[src/rtl/mod_blk_assembler16.sv]
// Byte-serial to block assembler: packs N bytes from a valid/ready byte stream into one block for the AES256 state register.
// Optional MOD_BLK_FLUSH_EN adds a flush input that closes a partial block early with zero padding.
module mod_blk_assembler16 #(
    parameter  int N  = 16,
    parameter  int W  = 8,
    localparam int CW = $clog2(N) + 1
) (
    input  logic                clk,
    input  logic                resetn,
    input  logic                in_valid,
    input  logic                in_sop,
    input  logic [W-1:0]        in_byte,
    output logic                in_ready,
    input  logic                o_ready,
    output logic                o_valid,
    output logic [N-1:0][W-1:0] o_blk,
    output logic [CW-1:0]       byte_cnt,
    output logic                sop_err
`ifdef MOD_BLK_FLUSH_EN
    ,
    input  logic                flush
`endif
);

    typedef enum logic {S_FILL, S_FULL} state_t;

    state_t              state;
    logic                accept;
    logic                transfer;
    logic                restart;
    logic                blk_done;
    logic                flush_now;
    logic [CW-2:0]       wr_idx;
    logic [CW-1:0]       nxt_cnt;
    logic [N-1:0][W-1:0] nxt_blk;

    // A full block accepts a byte only in the cycle it drains, so streaming has no bubble.
    assign in_ready = !resetn && ((state == S_FILL) || o_ready);

    // In FULL byte_cnt is 0, so the same write path stores the first byte of the next block.
    always_comb begin
        // NOTE: every always_comb output gets a default first so no latch is inferred.
        accept    = in_valid && in_ready;
        transfer  = o_valid && o_ready;
        restart   = in_sop && (byte_cnt != '0);
        wr_idx    = restart ? '0 : byte_cnt[CW-2:0];
        nxt_cnt   = byte_cnt;
        nxt_blk   = o_blk;
        flush_now = 1'b0;
        if (accept) begin
            nxt_blk[wr_idx] = in_byte;
            nxt_cnt         = restart ? CW'(1) : byte_cnt + CW'(1);
        end
        blk_done = (nxt_cnt == CW'(N));
`ifdef MOD_BLK_FLUSH_EN
        // Padding starts after any byte stored in the same cycle.
        if ((state == S_FILL) && flush && (nxt_cnt != '0)) begin
            flush_now = 1'b1;
            for (int i = 0; i < N; i++) begin
                if (CW'(i) >= nxt_cnt) begin
                    nxt_blk[i] = '0;
                end
            end
        end
`endif
    end

    always_ff @(posedge clk or posedge resetn) begin
        if (resetn) begin
            state    <= S_FILL;
            byte_cnt <= '0;
            o_blk    <= '0;
            o_valid  <= 1'b0;
            sop_err  <= 1'b0;
        end else begin
            // NOTE: sequential state uses non-blocking assignments so every register samples pre-edge values.
            sop_err <= accept && restart && (state == S_FILL);
            o_blk   <= nxt_blk;
            case (state)
                S_FILL: begin
                    if (blk_done || flush_now) begin
                        state    <= S_FULL;
                        o_valid  <= 1'b1;
                        byte_cnt <= '0;
                    end else begin
                        byte_cnt <= nxt_cnt;
                    end
                end
                S_FULL: begin
                    if (transfer) begin
                        state    <= S_FILL;
                        o_valid  <= 1'b0;
                        byte_cnt <= nxt_cnt;
                    end
                end
                default: state <= S_FILL;
            endcase
        end
    end

endmodule

[config.mk]
export PLATFORM = sky130hd
export DESIGN_NAME = mod_blk_assembler16
export DESIGN_NICKNAME = d
export VERILOG_FILES = /design/src/rtl/mod_blk_assembler16.sv
export SDC_FILE = /design/constraint.sdc
export NUM_CORES = 1
export LEC_CHECK = 0
export ABC_CLOCK_PERIOD_IN_PS = 11800
export BUFFER_PORTS_ARGS = -buffer_cell sky130_fd_sc_hd__buf_2
export CAP_MARGIN = 20
export CORE_ASPECT_RATIO = 1.75
export CORE_MARGIN = 5
export CORE_UTILIZATION = 56
export CTS_CLUSTER_SIZE = 40
export DETAILED_ROUTE_END_ITERATION = 10
export PLACE_DENSITY = 0.82
export SYNTH_ARGS = -nofsm -noshare
export SYNTH_HDL_FRONTEND = slang
export SYNTH_SLANG_ARGS = --single-unit
[constraint.sdc]
create_clock -name clk -period 11.8 [get_ports clk]
set_input_delay 1.18 -clock clk [delete_from_list [all_inputs] [get_ports clk]]
set_output_delay 1.18 -clock clk [all_outputs]
set_load 0.02 [all_outputs]
==> results.sh <==
export IMPL_status="finished, final reports clean"
export IMPL_synth_seq_cells=136
export IMPL_end_kind="output port"
export IMPL_ys_flop_type="dfrtp_1"
export IMPL_area_delta_synth_final_pct=25.74
export IMPL_overflow=0
export IMPL_die_w_um=85.04
export IMPL_drt_iter0_markers=186
export IMPL_fillers=679
export IMPL_wirelength_mm=13.42
export IMPL_total_power_mw=1.585
export IMPL_p_clk_share_pct=31.2
export IMPL_synth_async_sr_flop_share_pct=100.0
export IMPL_drive_gt1_share_pct=63.10
export IMPL_seq_area_frac_synth_pct=61.68
export IMPL_crit_top_cell="buf_2"
export IMPL_power_density_mw_per_mm2=228.4
export IMPL_vias=3584
export IMPL_layout_min_cycle_time_ns=3.356
export IMPL_fmax_mhz=298.0
export IMPL_cts_max_path_buffers=2
export IMPL_crit_arrival_ns=2.18
export IMPL_grt_max_degree=85
export IMPL_synth_top_area_share_pct=61.68
export IMPL_p_switching_mw=0.5285
export IMPL_place_hpwl_mm=9.476
export IMPL_p_comb_share_pct=28.1
export IMPL_viasPerCell=5.531
export IMPL_synthTopCellsByArea="dfrtp_1 (62%), mux2_2 (26%), nand3_2 (0.73%), clkbuf_1 (0.68%), nand2_2 (0.68%)"
export IMPL_hold_slack_ns=0.4963
export IMPL_cp_required_ns=10.62
export IMPL_diodes=0
export IMPL_syn_inst=358
export IMPL_slowest_stage="nor2b_1"
export IMPL_slew_viol_final=0
export IMPL_antenna_found_initial=0
export IMPL_power_frac_seq_pct=40.8
export IMPL_synth_edff_count=0
export IMPL_route_detailed_drc=0
export IMPL_cp_max_fo=7
export IMPL_layout_nets=527
export IMPL_syn_area_mm2=0.005518
export IMPL_setup_tns_ns=0
export IMPL_die_area_mm2=0.01202
export IMPL_intPower_mw=1.056
export IMPL_rows=48
export IMPL_cts_setup_buffers=0
export IMPL_start_kind="input pin"
export IMPL_clock_sinks=136
export IMPL_wl_per_cell_um=20.71
export IMPL_globalplace_congestion=0.7601
export IMPL_io_buffer_count=148
export IMPL_cts_resized=0
export IMPL_drt_pass1_iterations=4
export IMPL_final_cells=648
export IMPL_path_class="in2out"
export IMPL_io_pins=149
export IMPL_numCtsBuffers=17
export IMPL_critPathMaxStageDelay_ns=0.61
export IMPL_synth_largest_area_cell="dfrtp_1"
export IMPL_peakVddDrop_v=0.0001494
export IMPL_dpl_cell_count=617
export IMPL_initial_utilization_pct=56.71
export IMPL_synth_avg_cell_area_um2=15.41
export IMPL_slew_headroom_pct=48.02
export IMPL_cts_hold_buf=0
export IMPL_track_usage_pct=23.40
export IMPL_h_tree_depth=4
export IMPL_cts_root_buf="clkbuf_16"
export IMPL_yosysWarnings=0
export IMPL_hold_path_class="reg2reg"
export IMPL_hold_viol_final=0
export IMPL_synth_net_count=373
export IMPL_cts_tree="done"
export IMPL_path_cells="buf_2 > nor2b_1 > nor2_1 > buf_2"
export IMPL_finClkSkew_ns=0.006905
export IMPL_final_util_pct=71.31
export IMPL_synth_distinct_cells=44
export IMPL_fp_dieH_um=141.3
export IMPL_post_route_period_util_pct=28.44
export IMPL_ant_nets=0
export IMPL_grt_pass1_wl_mm=21.45
export IMPL_setup_viol=0
export IMPL_clock_latency_ns=0.40
export IMPL_swShare_pct=33.35
export IMPL_rsz0062_at_grt="false"
export IMPL_coreArea_mm2=0.009729
export IMPL_grt_pass1_vias=3814
export IMPL_worstMarginPinSlew_ns=0.7780
export IMPL_clkSlewWorstSetupHoldPaths_ns=0.05
export IMPL_max_cap_violations=0
export IMPL_power_leakage_nw=3.740
[cells in the mapped netlist, types with 2 or more instances]
master / instances
nor3_2: 3
nand2_2: 6
nor2b_1: 3
ha_1: 2
nand3_2: 4
nor2_1: 8
a22o_1: 2
nand3_1: 6
nand2_1: 5
o21ai_0: 4
clkbuf_1: 10
nand2b_1: 3
a21oi_1: 3
buf_2: 3
mux2_2: 128
inv_1: 3
nor3_1: 2
a21o_1: 2
dfrtp_1: 136
[power groups by stage]
stage	sequential [mW]	clock, mW	combinational [mW]
CTS	0.646	0.504	0.448
floorplan	0.763	0	0.177
global route	0.661	0.527	0.474
detailed placement	0.653	0	0.446
finish	0.646	0.494	0.445
global placement	0.646	0	0.436
[cell families (layout without fill, tap and decap cells)]
kind of cell	count (synthesis)	after routing	share of synthesized area, %
flip-flops	136	136	61.68
multiplexers	128	128	26.12
AND/OR/NAND/NOR	51	51	6.667
AO/OA/AOI/OAI	23	23	3.583
buffers and inverters	18	183	1.497
adder cells (fa/ha/maj)	2	2	0.4534
[registers in the layout (all words and copies together), names as in the netlist]
signal	count
o_valid	1
byte_cnt	5
sop_err	1
o_blk	128
state	1
[critical path: cells and delay by family]
family / cells / cell delay (ns)
and+or+nand+nor: 2 / 0.68
buffers and inverters: 2 / 0.31
[metrics by stage]
stage | worst slack, ns | cell area [µm²]
2_1_floorplan | 6.981 | 5518
3_3_place_gp | 8.461 | 6354
3_5_place_dp | 8.448 | 6354
4_1_cts | 8.451 | 6910
5_1_grt | 8.349 | 6938
6_report | 8.444 | 6938
[cell type report]
type                            instances  area (µm²)  area share, %
Clock inverter                          7       68.82         0.9919
Clock buffer                           23       488.0          7.033
Tap cell                              125       156.4          2.254
Sequential cell                       136        3403          49.05
Multi-Input combinational cell        204        2032          29.29
Timing Repair Buffer                  150       775.7          11.18
Inverter                                3       13.76         0.1984
[worst paths after layout]
path / from / end / slack (ns) / cells past startpoint
max: o_ready / in_ready / 8.44 / 4
min: o_blk[52]$_DFFE_PP0P_ / o_blk[52]$_DFFE_PP0P_ / 0.50 / 1
max reg2reg: byte_cnt[0]$_DFFE_PP0P_ / byte_cnt[4]$_DFFE_PP0P_ / 9.11 / 6
min reg2reg: o_blk[52]$_DFFE_PP0P_ / o_blk[52]$_DFFE_PP0P_ / 0.50 / 1
max in group asynchronous: resetn / o_blk[74]$_DFFE_PP0P_ / 9.92 / 4
min in group asynchronous: resetn / o_valid$_DFFE_PP0P_ / 0.89 / 2
[cell usage in the layout (no fill, tap or decap), types with 2 or more instances in the layout]
cell type     n
buf_2       148
dfrtp_1     136
mux2_2      128
clkbuf_16    17
nor2_1        8
nand3_1       6
nand2_2       6
nand2_1       5
nand3_2       4
o21ai_0       4
clkbuf_8      4
nand2b_1      3
nor2b_1       3
nor3_2        3
a21oi_1       3
clkinv_2      3
inv_1         2
nor3_1        2
a21o_1        2
a22o_1        2
ha_1          2
clkbuf_1      2
clkinvlp_4    2
[per-layer routing]
layer | GRT usage, % | wire length (µm)
met2 | 42.17 | 7576
met5 | 0 | 0
met4 | 7.423 | 198
met1 | 26.02 | 4817
met3 | 7.205 | 830
No activity file was read; power rests on OpenSTA's default activity.
